## config.mk

```make
export PLATFORM = sky130hd
export DESIGN_NAME = spram32_seq
export DESIGN_NICKNAME = d
export VERILOG_FILES = /design/src/rtl/spram_pkg.sv /design/src/rtl/spram_lanemap.sv /design/src/rtl/spram32_seq.sv
export SDC_FILE = /design/constraint.sdc
export NUM_CORES = 1
export LEC_CHECK = 0
export ABC_AREA = 1
export CAP_MARGIN = 20
export CORE_MARGIN = 10
export CORE_UTILIZATION = 30
export CTS_CLUSTER_SIZE = 40
export DETAILED_ROUTE_END_ITERATION = 16
export GPL_TIMING_DRIVEN = 1
export PLACE_DENSITY = 0.8
export SYNTH_ARGS = -nofsm -noshare
export SYNTH_HDL_FRONTEND = slang
export SYNTH_SLANG_ARGS = --single-unit
```

## constraint.sdc

```tcl
create_clock -name CLK_I -period 2.3 [get_ports CLK_I]
set_input_delay 0.69 -clock CLK_I [delete_from_list [all_inputs] [get_ports CLK_I]]
set_output_delay 0.69 -clock CLK_I [all_outputs]
set_load 0.05 [all_outputs]
```

## src/rtl/spram_pkg.sv

```systemverilog
// Shared constants for the 32-bit-to-16-bit SPRAM sequencer.
package spram_pkg;

  localparam int SPRAM_HADR_W = 14;  // halfword address width of one SPRAM
  localparam int SPRAM_DW     = 16;  // SPRAM data width

  localparam logic [1:0] S_IDLE = 2'd0;
  localparam logic [1:0] S_WAKE = 2'd1;
  localparam logic [1:0] S_HI   = 2'd2;
  localparam logic [1:0] S_DONE = 2'd3;

  // Two byte enables of one half -> four nibble write enables.
  function automatic logic [3:0] sel2mask(input logic [1:0] sel);
    return {sel[1], sel[1], sel[0], sel[0]};
  endfunction

endpackage

```

## src/rtl/spram_lanemap.sv

```systemverilog
// Selects the active 16-bit half of the bus word and its nibble mask.
module spram_lanemap
  import spram_pkg::*;
(
  input  logic [3:0]          i_sel,
  input  logic [31:0]         i_dat,
  input  logic                i_half,
  output logic [3:0]          o_mask,
  output logic [SPRAM_DW-1:0] o_din
);

  assign o_mask = i_half ? sel2mask(i_sel[3:2]) : sel2mask(i_sel[1:0]);
  assign o_din  = i_half ? i_dat[31:16] : i_dat[15:0];

endmodule

```

## src/rtl/spram32_seq.sv

```systemverilog
// Wishbone-classic 32-bit word port onto one 16-bit iCE40UP SPRAM.
// Each access is split into a low-half then high-half SPRAM cycle; read
// data of the low half is parked in r_lo until the high half returns.
// STANDBY is requested after IDLE_SBY idle cycles and released via WAKE.
module spram32_seq
  import spram_pkg::*;
#(
  parameter int AW       = 13,
  parameter int IDLE_SBY = 0,
  parameter int CNTW     = 8
) (
  input  logic                    CLK_I,
  input  logic                    RST_I,
  input  logic                    CYC_I,
  input  logic                    STB_I,
  input  logic                    WE_I,
  input  logic [AW-1:0]           ADR_I,
  input  logic [3:0]              SEL_I,
  input  logic [31:0]             DAT_I,
  output logic [31:0]             DAT_O,
  output logic                    ACK_O,
  output logic [SPRAM_HADR_W-1:0] SP_ADDRESS,
  output logic [SPRAM_DW-1:0]     SP_DATAIN,
  output logic [3:0]              SP_MASKWREN,
  output logic                    SP_WREN,
  output logic                    SP_CS,
  output logic                    SP_STANDBY,
  output logic                    SP_SLEEP,
  output logic                    SP_POWEROFF,
  input  logic [SPRAM_DW-1:0]     SP_DATAOUT
);

  logic [1:0]          r_state;
  logic [CNTW-1:0]     r_cnt;
  logic                r_sby;
  logic [SPRAM_DW-1:0] r_lo;

  logic [1:0]      w_state_nxt;
  logic [CNTW-1:0] w_cnt_nxt;
  logic            w_sby_nxt;
  logic            w_req;
  logic            w_cs;
  logic            w_half;
  logic            w_wren;
  logic            w_ack;
  logic            w_sby_o;
  logic [12:0]     w_wadr;

  assign w_req = CYC_I & STB_I;

  // Only 13 word-address bits reach one SPRAM; wider buses alias.
  generate
    if (AW >= 13) begin : g_adr
      assign w_wadr = ADR_I[12:0];
    end else begin : g_pad
      assign w_wadr = {{(13-AW){1'b0}}, ADR_I};
    end
  endgenerate

  // Next state, idle counter and standby request.
  always_comb begin
    w_state_nxt = r_state;
    w_cnt_nxt   = '0;
    w_sby_nxt   = r_sby;
    case (r_state)
      S_IDLE: begin
        if (w_req) begin
          w_state_nxt = r_sby ? S_WAKE : S_HI;
          w_sby_nxt   = 1'b0;
        end else begin
          w_cnt_nxt = (r_cnt == '1) ? r_cnt : r_cnt + 1'b1;
          if (IDLE_SBY != 0 && w_cnt_nxt == CNTW'(IDLE_SBY))
            w_sby_nxt = 1'b1;
        end
      end
      S_WAKE:  w_state_nxt = S_HI;
      S_HI:    w_state_nxt = S_DONE;
      default: w_state_nxt = S_IDLE;
    endcase
  end

  // State, counter, standby and low-half read capture; reset dominates.
  always_ff @(posedge CLK_I) begin
    if (RST_I) begin
      r_state <= S_IDLE;
      r_cnt   <= '0;
      r_sby   <= 1'b0;
      r_lo    <= '0;
    end else begin
      r_state <= w_state_nxt;
      r_cnt   <= w_cnt_nxt;
      r_sby   <= w_sby_nxt;
      if (r_state == S_HI)
        r_lo <= SP_DATAOUT;
    end
  end

  // SPRAM strobes from state plus held bus inputs. Reset suppresses every
  // strobe combinationally so an interrupted write never hits the high half.
  always_comb begin
    w_cs    = 1'b0;
    w_half  = 1'b0;
    w_wren  = 1'b0;
    w_ack   = 1'b0;
    w_sby_o = r_sby;
    case (r_state)
      S_IDLE: begin
        if (w_req) begin
          if (r_sby) begin
            w_sby_o = 1'b0;
          end else begin
            w_cs   = 1'b1;
            w_wren = WE_I & (|SEL_I[1:0]);
          end
        end
      end
      S_WAKE: begin
        w_cs   = 1'b1;
        w_wren = WE_I & (|SEL_I[1:0]);
      end
      S_HI: begin
        w_cs   = 1'b1;
        w_half = 1'b1;
        w_wren = WE_I & (|SEL_I[3:2]);
      end
      default: w_ack = 1'b1;
    endcase
    if (RST_I) begin
      w_cs    = 1'b0;
      w_wren  = 1'b0;
      w_ack   = 1'b0;
      w_sby_o = 1'b0;
    end
  end

  spram_lanemap u_lanemap (
    .i_sel  (SEL_I),
    .i_dat  (DAT_I),
    .i_half (w_half),
    .o_mask (SP_MASKWREN),
    .o_din  (SP_DATAIN)
  );

  assign SP_ADDRESS  = {w_wadr, w_half};
  assign SP_CS       = w_cs;
  assign SP_WREN     = w_wren;
  assign SP_STANDBY  = w_sby_o;
  assign SP_SLEEP    = 1'b0;
  assign SP_POWEROFF = 1'b1;
  assign ACK_O       = w_ack;
  assign DAT_O       = w_ack ? {SP_DATAOUT, r_lo} : 32'h0;

endmodule

```

==> reports/metrics.yaml <==
outcome:
  status: "completed"
logic_synthesis:
  netlist_area_um2: 1508
  ys_ff_latch: 19
  syn-num-nets: 313
  synth_edf_count: 0
  ys_seq_area_share_pct: 25.23
  synth_warnings: 0
  netlist_instances: 238
  synth.avg_cell_area_um2: 6.335
  async_flop_share_pct: 0
  synthFlopType: "dfxtp_1"
  yosysUniqueCellTypes: 20
place:
  hpwlAfterDp_mm: 5.061
  port_buffers: 113
  routabilityCongestion: 0.7276
  place_area_um2: 3268
drt:
  drc: 0
  first_iter_violations: 26
  ant_nets: 0
  vias: 1811
  viasPerCell: 4.396
  routed_wl_mm: 6.336
  routedWlPerCell_um: 15.38
  first_pass_iters: 4
sta:
  final_max_slew_viol_count: 0
  worst_hold_slack_ns: 0.5059
  fin_worst_skew_ns: 0.0009624
  rsz0062_at_grt: "yes"
  hold_viol: 0
  setup_violations: 0
  period_needed_ns: 2.271
  fmax_ghz: 0.4403
  min_period_over_period_pct: 98.74
worst_setup_path:
  worstPathCellList: "clkdlybuf4s50_1 -> o21ai_1 -> a21oi_2 -> buf_12"
  cp_slowest_cell: "clkdlybuf4s50_1"
  cp.required_ns: 1.61
  crit_type: "input port to primary output"
  startpoint_type: "input port"
  cpPeakStageDelay_ns: 0.47
  arrival_ns: 1.58
  endpoint_kind: "primary output"
  cp_max_fo: 2
cts:
  clock_latency_ns: 0.25
  clk_pin_slew_ns: 0.07
  cts_sinks: 19
  cts_buffer_depth: 2
  cts-root-buf: "clkbuf_8"
  ctsHtreeMaxLevel: 1
  cts_tree: "done"
  cts_buffers: 3
finish:
  drive_gt1_share_pct: 43.48
  stdcell_area_um2: 3596
  area_growth_pct: 138.5
  nFillCells: 330
  insertedDiodeCount: 0
  nets: 421
  final_cell_mix: "nand2_1 (58), buf_12 (58), clkdlybuf4s50_1 (50)"
global_route:
  grt_usage_pct: 14.59
  grt_pass1_vias: 1866
  antenna_found_initial: 0
  grt_pass1_wl_mm: 9.804
  overflow: 0
  grt_max_degree: 21
die:
  num_rows: 25
  start_util_pct: 31.50
  num_io_pins: 142
  core_um2: 4786
  die_h_um: 90.89
  die_x_um: 90.89
  die_area_um2: 8261
pwr:
  leakage_nw: 1.529
  max-vdd-ir-drop_mv: 0.7753
  total_power_mw: 3.629
  powerDensity_nw_per_um2: 1009
run:
  drv_cap: 0
hold_path:
  hp-class: "flip-flop to flip-flop"
==> state kept, by name (all words and copies together), names as in the netlist <==
name     flops
r_lo        16
r_sby        1
r_state      2
==> where the power goes <==
part	switching (mW)	leakage (nW)	total, mW	internal (mW)
clock	0.114	0.0255	0.235	0.120
combinational	1.61	1.35	2.83	1.21
sequential	0.104	0.158	0.569	0.465
==> worst paths after layout <==
| check | startpoint | to | slack, ns | depth (start not counted) |
|---|---|---|---|---|
| worst min-delay path | r_lo[3]$_SDFFE_PP0N_ | r_lo[3]$_SDFFE_PP0N_ | 0.51 | 2 |
| worst min register to register | r_lo[3]$_SDFFE_PP0N_ | r_lo[3]$_SDFFE_PP0N_ | 0.51 | 2 |
| worst max register to register | r_state[0]$_SDFFE_PP0P_ | r_lo[4]$_SDFFE_PP0N_ | 1.00 | 5 |
| worst max-delay path | SEL_I[3] | SP_WREN | 0.03 | 4 |
==> synth_stat cells (2+ instances only) <==
cell	n	area [um2]
a21oi_1	9	45.04
a21oi_2	11	96.34
buf_2	4	20.02
buf_4	22	165.2
buf_6	4	45.04
conb_1	2	7.510
dfxtp_1	19	380.4
ha_1	5	62.56
inv_1	42	157.7
inv_2	2	7.510
nand2_1	58	217.7
nor2_1	32	120.1
o21ai_0	9	45.04
o21ai_1	4	20.02
o21ai_2	10	87.58
==> metal layers <==
| layer | track usage, % | up-vias | wire [um] |
|---|---|---|---|
| met4 | 3.655 | 0 | 82 |
| met5 | 0 | - | 0 |
| li1 | - | 909 | - |
| met2 | 29.69 | 67 | 3681 |
| met3 | 6.401 | 8 | 582 |
| met1 | 12.40 | 827 | 1989 |
==> through the flow <==
stage               TNS [ns]  instances  util (%)  worst slack, ns
floorplan            -0.2316        238         -          -0.1158
global placement      -8.345        402     68.29          -0.2616
global route        -0.01293        412     75.14         -0.01293
detailed placement    -9.462        402     68.29          -0.3105
CTS                 -0.03566        410     73.75         -0.01126
finish                     0        412     75.14          0.02894
==> what timing repair did <==
| action | CTS | global route |
|---|---|---|
| hold buffers | 0 | 0 |
| resized for setup | 44 | 17 |
| endpoints found under the setup margin | 54 | 50 |
| buffers inserted | 2 | 2 |
| pin swaps | 4 | 3 |
| cloned | 2 | 0 |
==> cell families after synthesis <==
family / count (synthesis) / synth area share (%)
compound gates: 44 / 20.00
buf+inv: 74 / 26.22
simple gates: 94 / 23.90
flops: 19 / 25.23
other cells: 2 / 0.4981
fa+ha+maj: 5 / 4.149
==> critical path: cells and delay by family <==
kind,cells,cell delay (ns)
AOI/OAI and AO/OA,2,0.26
buffers and inverters,2,0.63
==> layout make-up <==
class                   instances  area (um2)  area share (%)
repair buffers                132        1884           52.40
multi-input cells             146        1021           28.39
flip-flops and latches         19       387.9           10.79
inverters                      44       172.7           4.802
well taps                      67       83.83           2.331
clock buffers                   3       41.29           1.148
clock inverters                 1       5.005          0.1392
No activity file was read; power rests on OpenSTA's default activity.
==> edit, RTL diff (same settings) <==
The parameter `IDLE_SBY` goes from 0 to 1.
--- a/src/rtl/spram32_seq.sv
+++ b/src/rtl/spram32_seq.sv
@@ -6,7 +6,7 @@
   import spram_pkg::*;
 #(
   parameter int AW       = 13,
-  parameter int IDLE_SBY = 0,
+  parameter int IDLE_SBY = 1,
   parameter int CNTW     = 8
 ) (
   input  logic                    CLK_I,
Function: changed (a bounded check fails within 4 cycles, from zero or initial values and one cycle with RST_I high).
==> edit against the original RTL <==
  * Sequential power is 25% higher
  * Wire length is 5.8% higher
  * Total power is 18% lower
  * Via count is 18% higher
  * Clock skew is 0.0037 ns higher
  * Sequential cell count is 8 higher
  * Area after synthesis is 24% higher
  * Sequential share of layout area is 4.0 points higher
  * Worst setup slack worse by 0.0053 ns
  * Cell area is 2.4% higher
  * Cell count is 18% higher
  * Worst hold slack better by 0.022 ns
  * Clock power is 13% higher
  * Largest cell class unchanged
==> edit: results <==
[power_and_ir_drop]
power_density_nw_per_um2 = 805
comb_power_share_pct = 67.0
switching_share_pct = 50.1
p_leak_nw = 1.65
ir_worst_vdd_v = 0.000614
power_frac_clock_pct = 9.0

[grt]
grt_pass1_vias = 2038
antenna_found_initial = 0
grt_pass1_wl_um = 10100
grt_max_degree = 33
track_usage_pct = 12.3

[clock_tree]
cts_resized = 38
path_clk_slew_ns = 0.09
htreeDepth = 1
cts.sinks = 27
clk_latency_ns = 0.27
cts_max_path_buffers = 2
root_buffer = clkbuf_8
cts_buffers = 3
post_cts_buffers = 1

[critical_path]
arrival_ns = 1.59
ff2ff_setup_slack_ns = 0.76
cp_max_fo = 2

[placed_design]
portBuffers = 113
gp_congestion = 0.796
preCtsSetupSlack_ns = -0.319
dp.cells = 479
dp_hpwl_um = 5430
dpl_cell_area_sq_um = 3420

[layout]
nNetsFinal = 487
diodes = 0
drive_gt1_share_pct = 34.1
largestRegisters = r_lo x16, r_cnt x8, r_state x2

[outcome]
status = completed

[drt]
drt_iter0_drc = 51
via_count = 2134
wl_per_cell_um = 13.8
via_per_inst = 4.40
drtPass1Iterations = 4

[sta]
finClkSkew_ns = 0.00468
fin_tns_setup_ns = 0
holdWs_ns = 0.528
setup_ws_ns = 0.0237

[synth]
ys_seq_area_share_pct = 28.9
synth-main-ff-cell = dfxtp_1
yosys_warnings = 0
ys_types = 28
synth_async_sr_flop_share_pct = 0
syn_nets = 385
synth.area.top_cells = dfxtp_1 (29%), nand2_1 (15%), inv_1 (11%), nor2_1 (9.0%), buf_4 (7.2%)
yosys-top-cells-count = nand2_1 (74), inv_1 (55), nor2_1 (45)
syn-mean-instance-area_sq_um = 6.06

[hold_path]
hold_class = flop to flop
[edit: changes by cell type after synthesis, moves of 10 or more]
| cell | change |
|---|---|
| nand2_1 | +16 |
| inv_1 | +13 |
| nor2_1 | +13 |
| a21oi_1 | +11 |
| a21oi_2 | -11 |
| clkbuf_1 | +10 |
| o21ai_0 | +10 |
| o21ai_2 | -10 |
[edit: logic make-up (layout without fill, tap and decap cells)]
group / Yosys count / after routing / synth area share, %
XOR/XNOR: 2 / 2 / 0.936
buffers and inverters: 86 / 187 / 20.9
adder cells (fa/ha/maj): 6 / 6 / 4.01
AND/OR/NAND/NOR: 140 / 140 / 32.0
AO/OA/AOI/OAI: 46 / 46 / 12.9
flip-flops: 27 / 27 / 28.9
other: 2 / 2 / 0.401
[edit: cell type report]
cell class | count | area, sq um
clock buffers | 4 | 45.0
flip-flops and latches | 27 | 546
multi-input cells | 196 | 1190
well taps | 75 | 93.8
repair buffers | 126 | 1590
inverters | 57 | 219
fillers | 500 | 2310
[edit: layer usage]
metal  up-vias  wire length (um)  GRT usage, %
li1       1119                 -             -
met1       960              2680          13.1
met2        55              3670          23.6
met3         0               360          3.91
met4         0                 0         0.772
met5         -                 0             0
[edit: worst max-delay path: stages]
cell and delay [ns]:
clkdlybuf4s50_1 0.48, nand2_2 0.09, a31oi_4 0.17, buf_12 0.16
[edit: worst paths after layout]
check | start | to | cells after the start
min | r_lo[15]$_SDFFE_PP0N_ | r_lo[15]$_SDFFE_PP0N_ | 2
min reg2reg | r_lo[15]$_SDFFE_PP0N_ | r_lo[15]$_SDFFE_PP0N_ | 2
max reg2reg | r_cnt[0]$_SDFF_PP0_ | r_sby$_SDFFE_PP0P_ | 10
max | SEL_I[2] | SP_WREN | 4
